===== src/rtl/bcd_pkg.sv =====
// Shared BCD types and helpers for the scoreboard counter and display decoders.
package bcd_pkg;

  typedef logic [3:0] bcd_digit_t;

  localparam bcd_digit_t BCD_MAX = 4'd9;

  // True when the nibble is a legal decimal digit (0..9).
  function automatic logic is_bcd(input bcd_digit_t d);
    return (d <= BCD_MAX);
  endfunction

endpackage


===== src/rtl/bcd_digit_cell.sv =====
// One BCD decade: computes the next digit value for a step up or down and
// exposes the is9/is0 terms used to ripple enables to higher decades.
module bcd_digit_cell
  import bcd_pkg::*;
(
  input  bcd_digit_t cur,
  input  logic       up_en,
  input  logic       dn_en,
  output bcd_digit_t nxt,
  output logic       is9,
  output logic       is0
);

  assign is9 = (cur == BCD_MAX);
  assign is0 = (cur == 4'd0);

  // Step the decade, rolling 9->0 on up and 0->9 on down so no A-F value appears.
  always_comb begin
    nxt = cur;
    if (up_en) begin
      nxt = is9 ? 4'd0 : cur + 4'd1;
    end else if (dn_en) begin
      nxt = is0 ? BCD_MAX : cur - 4'd1;
    end
  end

endmodule


===== src/rtl/bcd_updown_counter_n.sv =====
// N-digit BCD up/down counter with erase, optional parallel load, wrap or
// saturate mode and registered carry/borrow/load-error pulses.
// Build option: define BCDCNT_LOAD_EN to honour load_i/load_val_i; without it
// the load ports are present but ignored and load_err_o is tied low.
module bcd_updown_counter_n
  import bcd_pkg::*;
#(
  parameter int DIGITS  = 2,
  parameter bit SAT_DEF = 1'b0
) (
  input  logic                  clk,
  input  logic                  rst_n,
  input  logic                  inc_i,
  input  logic                  dec_i,
  input  logic                  erase_i,
  input  logic                  load_i,
  input  logic [4*DIGITS-1:0]   load_val_i,
  input  logic                  sat_i,
  output logic [4*DIGITS-1:0]   count_o,
  output logic                  carry_o,
  output logic                  borrow_o,
  output logic                  at_max_o,
  output logic                  at_zero_o,
  output logic                  load_err_o
);

  logic [4*DIGITS-1:0] count_q;
  logic [4*DIGITS-1:0] count_d;
  logic [4*DIGITS-1:0] count_step;
  logic                carry_q, carry_d;
  logic                borrow_q, borrow_d;
  logic                load_err_q, load_err_d;

  logic [DIGITS-1:0]   is9;
  logic [DIGITS-1:0]   is0;
  logic [DIGITS:0]     up_ok;
  logic [DIGITS:0]     dn_ok;
  logic                all9;
  logic                all0;
  logic                step_up;
  logic                step_dn;
  logic                sat_mode;

  // SAT_DEF only documents the intended power-up mode; sat_i selects the
  // mode live on every cycle, so the parameter feeds no logic.
  logic unused_sat_def;
  assign unused_sat_def = SAT_DEF;
  assign sat_mode       = sat_i;

  // A lone inc or dec steps the digits; both together cancel.
  assign step_up = inc_i & ~dec_i;
  assign step_dn = dec_i & ~inc_i;

  // Ripple enables: digit k moves when every lower digit is at its rollover value.
  always_comb begin
    up_ok[0] = 1'b1;
    dn_ok[0] = 1'b1;
    for (int k = 0; k < DIGITS; k++) begin
      up_ok[k+1] = up_ok[k] & is9[k];
      dn_ok[k+1] = dn_ok[k] & is0[k];
    end
  end

  assign all9 = up_ok[DIGITS];
  assign all0 = dn_ok[DIGITS];

  for (genvar g = 0; g < DIGITS; g++) begin : g_digit
    bcd_digit_cell u_cell (
      .cur   (count_q[4*g +: 4]),
      .up_en (step_up & up_ok[g]),
      .dn_en (step_dn & dn_ok[g]),
      .nxt   (count_step[4*g +: 4]),
      .is9   (is9[g]),
      .is0   (is0[g])
    );
  end

`ifdef BCDCNT_LOAD_EN
  logic load_ok;

  // A load is accepted only when every nibble is a decimal digit.
  always_comb begin
    load_ok = 1'b1;
    for (int k = 0; k < DIGITS; k++) begin
      if (!is_bcd(load_val_i[4*k +: 4])) begin
        load_ok = 1'b0;
      end
    end
  end
`else
  logic unused_load;
  assign unused_load = ^{load_i, load_val_i};
`endif

  // Next-state selection in priority order: erase, load, inc&dec, inc, dec.
  always_comb begin
    count_d    = count_q;
    carry_d    = 1'b0;
    borrow_d   = 1'b0;
    load_err_d = 1'b0;
    if (erase_i) begin
      count_d = '0;
`ifdef BCDCNT_LOAD_EN
    end else if (load_i) begin
      if (load_ok) begin
        count_d = load_val_i;
      end else begin
        load_err_d = 1'b1;
      end
`endif
    end else if (step_up) begin
      carry_d = all9;
      count_d = (all9 && sat_mode) ? count_q : count_step;
    end else if (step_dn) begin
      borrow_d = all0;
      count_d  = (all0 && sat_mode) ? count_q : count_step;
    end
  end

  // Count register and the three event pulse flops.
  always_ff @(posedge clk or negedge rst_n) begin
    if (!rst_n) begin
      count_q    <= '0;
      carry_q    <= 1'b0;
      borrow_q   <= 1'b0;
      load_err_q <= 1'b0;
    end else begin
      count_q    <= count_d;
      carry_q    <= carry_d;
      borrow_q   <= borrow_d;
      load_err_q <= load_err_d;
    end
  end

  assign count_o    = count_q;
  assign carry_o    = carry_q;
  assign borrow_o   = borrow_q;
  assign load_err_o = load_err_q;
  assign at_max_o   = all9;
  assign at_zero_o  = all0;

endmodule


===== config.mk =====
export PLATFORM = sky130hd
export DESIGN_NAME = bcd_updown_counter_n
export DESIGN_NICKNAME = d
export VERILOG_FILES = /design/src/rtl/bcd_pkg.sv /design/src/rtl/bcd_digit_cell.sv /design/src/rtl/bcd_updown_counter_n.sv
export SDC_FILE = /design/constraint.sdc
export NUM_CORES = 1
export LEC_CHECK = 0
export CAP_MARGIN = 20
export CORE_MARGIN = 2
export CORE_UTILIZATION = 30
export CTS_CLUSTER_SIZE = 28
export DETAILED_ROUTE_END_ITERATION = 12
export GPL_ROUTABILITY_DRIVEN = 1
export PLACE_DENSITY = 0.62
export SLEW_MARGIN = 20
export SYNTH_ARGS = -nofsm -noshare
export SYNTH_HDL_FRONTEND = slang
export SYNTH_SLANG_ARGS = --single-unit

===== constraint.sdc =====
create_clock -name clk -period 4.35 [get_ports clk]
set_input_delay 0.435 -clock clk [delete_from_list [all_inputs] [get_ports clk]]
set_output_delay 0.435 -clock clk [all_outputs]
set_load 0.005 [all_outputs]

# After elaboration in Yosys (flattened, before gate mapping)
# Cells that the tools add are included.
# classes
addsub	4
eq_ne	4
mux	17
bitwise_logic	8
reduce_logical	6
# op_table
operator	n
$mux W8	5
$mux W4	7
$add A4 B1 Y4 const B	2
$eq A4 B4 Y1 const B	2
$logic_not A4 Y1	2
$sub A4 B1 Y4 const B	2
$and A1 B1 Y1	6
$ne A3 B3 Y1 const B	2
$mux W1	5
$reduce_and A3 Y1	1
$reduce_bool A3 Y1	1
$logic_and A1 B1 Y1	2
$not A1 Y1	2
# totals
register_bits	10
inputBits	15
out_inout_bits	13
wordCells	42

# Longest topological paths before layout
# Gate-level depths: netlist (run 1).
# depth
depth_word	9
depth_mapped	8
depth_no_buf	7

# Hierarchy
# From an unflattened synthesis (run 1), not the netlist that was laid out.
# unflattened
cells_unflattened	94
area_unflattened_um2	892.1
# by_module_without_submodules
module	instances	cells_per_inst	area_per_inst_um2	seq_area_each_um2
bcd_updown_counter_n	1	40	506.7	250.2
bcd_digit_cell	2	27	192.7	0.0

# Least setup slack after synthesis (run 1)
# Ideal clock, no wire load.
# synth_timing
path_type	flip-flop to flip-flop
start	reg count_q[0], in the netlist count_o[0]
end	reg count_q[5], in the netlist count_o[5]
setup_time_ns	0.125
arrival_ns	2.024
t_required_ns	4.225
path_slack_ns	2.201
stages_incl_launch_ff	9
n_path_buf	1
period_less_slack_ns	2.149
cell_sequence	dfrtp_1 inv_1 ha_1 nor3b_2 a41o_1 a22o_1 buf_6 a31oi_4 mux2_4
# synth_between
elab_chain_cells	8
word_cells_on_any_way	18
cone_classes	eq/ne (3); mux (7); bitwise (4); reduce/logical (4)
# synth_rtl
element	line	text
from (decl)	bcd_updown_counter_n.sv:27	logic [4*DIGITS-1:0] count_q;
from (signal assigned)	bcd_updown_counter_n.sv:128	count_q <= count_d;
$logic_not A4 Y1	bcd_digit_cell.sv:15	assign is0 = (cur == 4'd0);
$and A1 B1 Y1	bcd_updown_counter_n.sv:71	.dn_en (step_dn & dn_ok[g]),
$mux W4	bcd_digit_cell.sv:22	end else if (dn_en) begin
$mux W4	bcd_digit_cell.sv:20	if (up_en) begin
$mux W8	bcd_updown_counter_n.sv:116	count_d = (all0 && sat_mode) ? count_q : count_step;
$mux W8	bcd_updown_counter_n.sv:114	end else if (step_dn) begin
$mux W8	bcd_updown_counter_n.sv:111	end else if (step_up) begin
$mux W8	bcd_updown_counter_n.sv:101	if (erase_i) begin
# Several ways; a longest one is shown, not always the timed one. The select of a mux whose other input is x is not followed.
# A chain may end at the register's enable or synchronous reset.

# Final worst setup path (run 1)
# layout_timing
start	reg count_q[0], in the netlist count_o[0]
end	out at_zero_o
# layout_between
elab_chain_cells	2
# layout_rtl
element	line	text
$logic_not A4 Y1	bcd_digit_cell.sv:15	
$and A1 B1 Y1	bcd_updown_counter_n.sv:60	dn_ok[k+1] = dn_ok[k] & is0[k];
to (decl)	bcd_updown_counter_n.sv:23	output logic at_zero_o,
# No other way between the ends.

==> results.json, run 1 <==
{
  "drtIter0Drc": 13,
  "r2r-start": "count_o[0]",
  "syn2layout_area_growth_pct": 21.2,
  "fill_cells": 311,
  "placed_cell_area_um2": 1090,
  "crit_required_ns": 3.91,
  "fin_cells": 144,
  "ctsLongestPathBuffers": 2,
  "firstDrtPassIters": 4,
  "power_frac_comb": 0.580,
  "power_density_nw_per_um2": 536,
  "clk_latency_ns": 0.26,
  "die_y_um": 59.4,
  "min_path_type": "input pin to async pin",
  "cts-hold-fix-buffers": 0,
  "crit_arrival_ns": 2.10,
  "rsz0062_at_grt": "false",
  "max_freq_ghz": 0.394,
  "coreArea_um2": 2980,
  "post-place-ws_ns": 1.82,
  "dieWidth_um": 59.4,
  "hold_slack_ns": 0.470,
  "finalClockSkew_ns": 0.000993,
  "p_seq_frac": 0.321,
  "swShare": 0.419,
  "status": "complete, no violations",
  "critPathSlowestCell": "clkdlybuf4s50_1",
  "nNetsFinal": 135,
  "h-tree-depth": 1,
  "end_kind": "output pin",
  "p_int_mw": 0.348,
  "grt_pass1_wl_mm": 3.39,
  "setup_viol": 0,
  "path_cells": "inv_1, ha_1, nor2b_1, nand2b_1, nor2_1, clkdlybuf4s50_1",
  "setup-tns-final_ns": 0,
  "slew_violations": 0,
  "start_kind": "flip-flop",
  "grt_max_degree": 13,
  "grt_util_all_layers": 0.126,
  "ant_nets": 0,
  "slew_headroom": 0.636,
  "crit_buf_inv": 2,
  "synth_top_flop_cell": "dfrtp_1",
  "syn_area_um2": 922,
  "drcViolationCount": 0,
  "place_inst": 141,
  "r2r_setup_slack_ns": 1.98,
  "grt_pass1_vias": 763,
  "clkTransAtPathRegs_ns": 0.06,
  "rows": 20,
  "synth_edf_count": 0,
  "start_util": 0.310,
  "routed_via_density": 5.38,
  "post_cts_buffers": 0,
  "maxCapViolations": 0,
  "reg2reg_depth": 7,
  "ys_ff_latch": 10,
  "tightest_slew_ns": 0.545,
  "async_flop_share": 1.00,
  "final.setup.worst_slack_ns": 1.81,
  "cpPeakStageDelay_ns": 0.51,
  "period_share": 0.584,
  "num_io_pins": 28,
  "dp_hpwl_mm": 1.56,
  "pwr-share-clk": 0.099,
  "hold_viol_final": 0,
  "synth_cell_types": 41,
  "portBuffers": 17,
  "cts_tree": "built",
  "finalPower_mw": 0.599,
  "finalInstanceArea_um2": 1120,
  "r2r-end": "count_o[6]",
  "via_count": 774,
  "crit_type": "flip-flop to output pin",
  "finalWirelength_mm": 1.96,
  "ctsResizeCount": 0,
  "avgSynthCellArea_um2": 9.51,
  "cts_buffers": 3,
  "n_antenna_cell": 0,
  "ir_drop_uv": 101,
  "synth_nets": 119,
  "drt-wirelength-per-cell_um": 13.6,
  "power_switching_mw": 0.251,
  "postLayoutCoreUtil": 0.375,
  "leakagePower_nw": 0.471,
  "synth_seq_area_share": 0.271,
  "die_area_um2": 3530,
  "globalplace.congestion": 0.709,
  "finalCriticalPeriod_ns": 2.54,
  "cts.sink_count": 10,
  "syn_inst": 97,
  "clockRootBuffer": "clkbuf_4",
  "critPathMaxFanout": 7,
  "crit_family": "buffers and inverters",
  "antenna_found_initial": 0,
  "overflow": 0,
  "drive_gt1_frac": 0.126,
  "ys.warnings.count": 0
}
-- metal layers --
metal,track usage,vias up,share of wire
met3,0.00437,5,0.026
met5,0,-,0
met1,0.166,373,0.46
li1,-,380,-
met4,0.0844,0,0.030
met2,0.198,16,0.49
-- worst max-delay path by stage --
stage / end / start / cells past startpoint
2_1_floorplan: count_o[5] / count_o[0] / 8
3_3_place_gp: count_o[5] / inc_i / 6
3_5_place_dp: count_o[6] / inc_i / 6
4_1_cts: at_zero_o / count_o[0] / 6
5_1_grt: at_zero_o / count_o[0] / 6
6_report: at_zero_o / count_o[0] / 6
-- area by class of cell --
class                   instances  area [um2]  share of cell area
flip-flops and latches         10         250               0.224
clock buffers                   3        22.5              0.0202
inverters                       6        22.5              0.0202
multi-input cells              75         611               0.546
repair buffers                 17         170               0.152
well taps                      33        41.3              0.0370
-- worst register-to-register path, cell delays in order, from the launching register on --
cell and delay (ns):
dfrtp_1 0.47, inv_1 0.15, ha_1 0.27, nor3b_2 0.19, a41o_1 0.25, a22o_1 0.33, a31oi_4 0.29, mux2_4 0.32
-- cells by family after synthesis --
family                   after synthesis  share of synthesized area
AND/OR/NAND/NOR                       34                      0.248
AO/OA/AOI/OAI                         27                      0.221
buffers and inverters                 12                     0.0665
flip-flops                            10                      0.271
adder cells (fa/ha/maj)                7                     0.0950
multiplexers                           5                     0.0841
other                                  1                    0.00407
XOR/XNOR                               1                    0.00950
-- synth_stat cells (2+ instances only) --
library cell   n  area share
inv_1          6       0.024
ha_1           7       0.095
o21bai_1       2       0.016
clkbuf_1       2      0.0081
buf_4          2       0.016
nand2b_1       5       0.034
dfrtp_1       10        0.27
nand2_1        6       0.024
nand3b_4       2       0.043
o41ai_1        3       0.028
nand3_1        3       0.016
nor2b_1        2       0.014
o211ai_1       2       0.016
a211oi_1       2       0.016
a21oi_1        8       0.043
mux2_4         3       0.049
nor2_1         7       0.028
nand4_1        2       0.014
-- power groups by stage --
| stage | clock, mW | sequential [mW] | combinational, mW |
|---|---|---|---|
| after floorplan | 0 | 0.162 | 0.262 |
| after global placement | 0 | 0.191 | 0.339 |
| after detailed placement | 0 | 0.195 | 0.347 |
| after CTS | 0.0625 | 0.193 | 0.349 |
| after global routing | 0.0674 | 0.203 | 0.387 |
| final | 0.0593 | 0.192 | 0.347 |
-- flip-flops by register name, indices dropped and copies added, names as in the netlist --
register / cells
borrow_o: 1
carry_o: 1
count_o: 8
-- cells in the final DEF (no fill, tap or decap), types with 2 or more instances in the layout --
cell type | netlist | layout
nor2_1 | 7 | 7
o21bai_1 | 2 | 2
nand2_1 | 6 | 6
clkbuf_4 | 0 | 3
nand2b_1 | 5 | 5
nand3b_4 | 2 | 2
ha_1 | 7 | 7
nand4_1 | 2 | 2
a211oi_1 | 2 | 2
mux2_4 | 3 | 3
a21oi_1 | 8 | 8
o41ai_1 | 3 | 3
dfrtp_1 | 10 | 10
o211ai_1 | 2 | 2
clkdlybuf4s50_1 | 0 | 17
inv_1 | 6 | 6
nor2b_1 | 2 | 2
nand3_1 | 3 | 3
(Power assumes the default switching activity.)
==> run 2: changes to the inputs <==
==> constraint.sdc (replaced) <==
create_clock -name clk -period 2.4 [get_ports clk]
set_input_delay 0.24 -clock clk [delete_from_list [all_inputs] [get_ports clk]]
set_output_delay 0.24 -clock clk [all_outputs]
set_load 0.005 [all_outputs]
==> run 2 against run 1 <==
Net effect:
- die area unchanged
- clock skew increased by 0.0057 ns
- routed wire length is 1.8% higher
- count of clock-buffer cells in the layout is 1 higher
- highest routed layer unchanged
==> results.json, run 2 (synthesis gave the netlist of run 1 again) <==
{
  "status": "complete, no violations",
  "largest_reg_flops": 8,
  "start_util": 0.310,
  "finalInstanceArea_um2": 1170,
  "placed_cell_area_um2": 1130,
  "layout_commonest_cell": "clkdlybuf4s50_1",
  "syn2layout_area_growth_pct": 27.4,
  "firstDrtPassIters": 4,
  "drt-wirelength-per-cell_um": 13.3,
  "p_int_mw": 0.691,
  "clkTransAtPathRegs_ns": 0.06,
  "start_kind": "flip-flop",
  "clk_latency_ns": 0.26,
  "power_switching_mw": 0.469,
  "setup_viol": 0,
  "ant_nets": 0,
  "crit_buf_inv": 3,
  "portBuffers": 17,
  "cpPeakStageDelay_ns": 0.50,
  "die_area_um2": 3530,
  "num_io_pins": 28,
  "drtIter0Drc": 20,
  "tightest_slew_ns": 0.479,
  "maxCapViolations": 0,
  "slew_violations": 0,
  "end_kind": "output pin",
  "slew_headroom": 0.673,
  "critPathSlowestCell": "clkdlybuf4s50_1",
  "p_seq_frac": 0.301,
  "power_density_nw_per_um2": 987,
  "globalplace.congestion": 0.779,
  "setup-tns-final_ns": 0,
  "die_y_um": 59.4,
  "hold_slack_ns": 0.278,
  "finalClockSkew_ns": 0.00672,
  "critPathMaxFanout": 6,
  "leakagePower_nw": 0.500,
  "crit_family": "buffers and inverters",
  "crit_required_ns": 2.16,
  "antenna_found_initial": 0,
  "ctsResizeCount": 0,
  "fin_cells": 150,
  "grt_pass1_vias": 759,
  "post_cts_buffers": 0,
  "period_share": 0.938,
  "drcViolationCount": 0,
  "grt_util_all_layers": 0.124,
  "pwr-share-clk": 0.124,
  "final_cell_mix": "17 x clkdlybuf4s50_1, 9 x dfrtp_1, 8 x a21oi_1, 7 x nor2_1",
  "dieWidth_um": 59.4,
  "multi_input_area_um2": 616,
  "ctsLongestPathBuffers": 2,
  "swShare": 0.404,
  "finalCriticalPeriod_ns": 2.25,
  "hold_viol_final": 0,
  "cts-hold-fix-buffers": 0,
  "cts_buffers": 3,
  "dp_hpwl_mm": 1.59,
  "seqCellArea_um2": 251,
  "min_path_type": "input pin to async pin",
  "rsz0062_at_grt": "false",
  "finalWirelength_mm": 2.00,
  "max_freq_ghz": 0.444,
  "nNetsFinal": 140,
  "rows": 20,
  "overflow": 0,
  "ir_drop_uv": 212,
  "n_antenna_cell": 0,
  "crit_arrival_ns": 2.01,
  "crit_type": "flip-flop to output pin",
  "clockRootBuffer": "clkbuf_4",
  "fill_cells": 298,
  "cts_tree": "built",
  "finalPower_mw": 1.16,
  "grt_max_degree": 12,
  "routed_via_density": 5.31,
  "power_frac_comb": 0.575,
  "via_count": 797,
  "cts.sink_count": 10,
  "coreArea_um2": 2980,
  "place_inst": 146,
  "path_cells": "inv_2, ha_2, nor2b_2, nand2b_1, buf_4, nor2_1, clkdlybuf4s50_1",
  "grt_pass1_wl_mm": 3.38,
  "h-tree-depth": 1,
  "drive_gt1_frac": 0.214
}
[run 2: changes by cell type in the layout (fill, tap and decap cells not counted), sizes merged]
cell / change
buf: +5
clkbuf: +1
[run 2: layout make-up]
type | count | share of cell area
timing repair buffer | 22 | 0.177
tap | 33 | 0.0351
sequential | 10 | 0.214
inverter | 6 | 0.0192
multi-input combinational | 75 | 0.524
clock buffer | 4 | 0.0309
[run 2: per-stage QoR]
stage               setup WS (ns)  utilization
detailed placement          0.220        0.380
finish                      0.148        0.395
global route               0.0226        0.395
floorplan                   0.251            -
global placement            0.275        0.380
CTS                        0.0262        0.392
[run 2: power by group through the flow]
stage	sequential, mW	clock [mW]	combinational, mW
final	0.350	0.144	0.667
after global routing	0.363	0.160	0.734
after CTS	0.344	0.148	0.664
after detailed placement	0.347	0	0.659
after global placement	0.342	0	0.646
after floorplan	0.294	0	0.475
[run 2: worst register-to-register path, delay by kind of cell, from the launching register on]
family | cells | cell delay, ns
AO/OA/AOI/OAI | 1 | 0.27
adder cells (fa/ha/maj) | 1 | 0.21
buffers and inverters | 1 | 0.11
flip-flops | 1 | 0.45
multiplexers | 1 | 0.32
AND/OR/NAND/NOR | 3 | 0.58
[run 2: final timing paths]
path	startpoint	endpoint	slack [ns]	cells after the start
worst min register to register	count_o[1]	count_o[1]	0.58	2
worst min-delay path	rst_n	carry_o	0.28	1
min in group clk	count_o[1]	count_o[1]	0.58	2
worst max register to register	count_o[1]	count_o[6]	0.35	7
max in group asynchronous	rst_n	count_o[1]	1.80	1
worst max-delay path	count_o[1]	at_zero_o	0.15	7
[run 2: per-layer routing]
| layer | vias to the layer above | share of wire | wire, um | global-route usage |
|---|---|---|---|---|
| li1 | 394 | - | - | - |
| met1 | 382 | 0.46 | 927 | 0.157 |
| met2 | 19 | 0.49 | 981 | 0.204 |
| met3 | 2 | 0.031 | 61 | 0.0109 |
| met4 | 0 | 0.012 | 24 | 0.0747 |
| met5 | - | 0 | 0 | 0 |
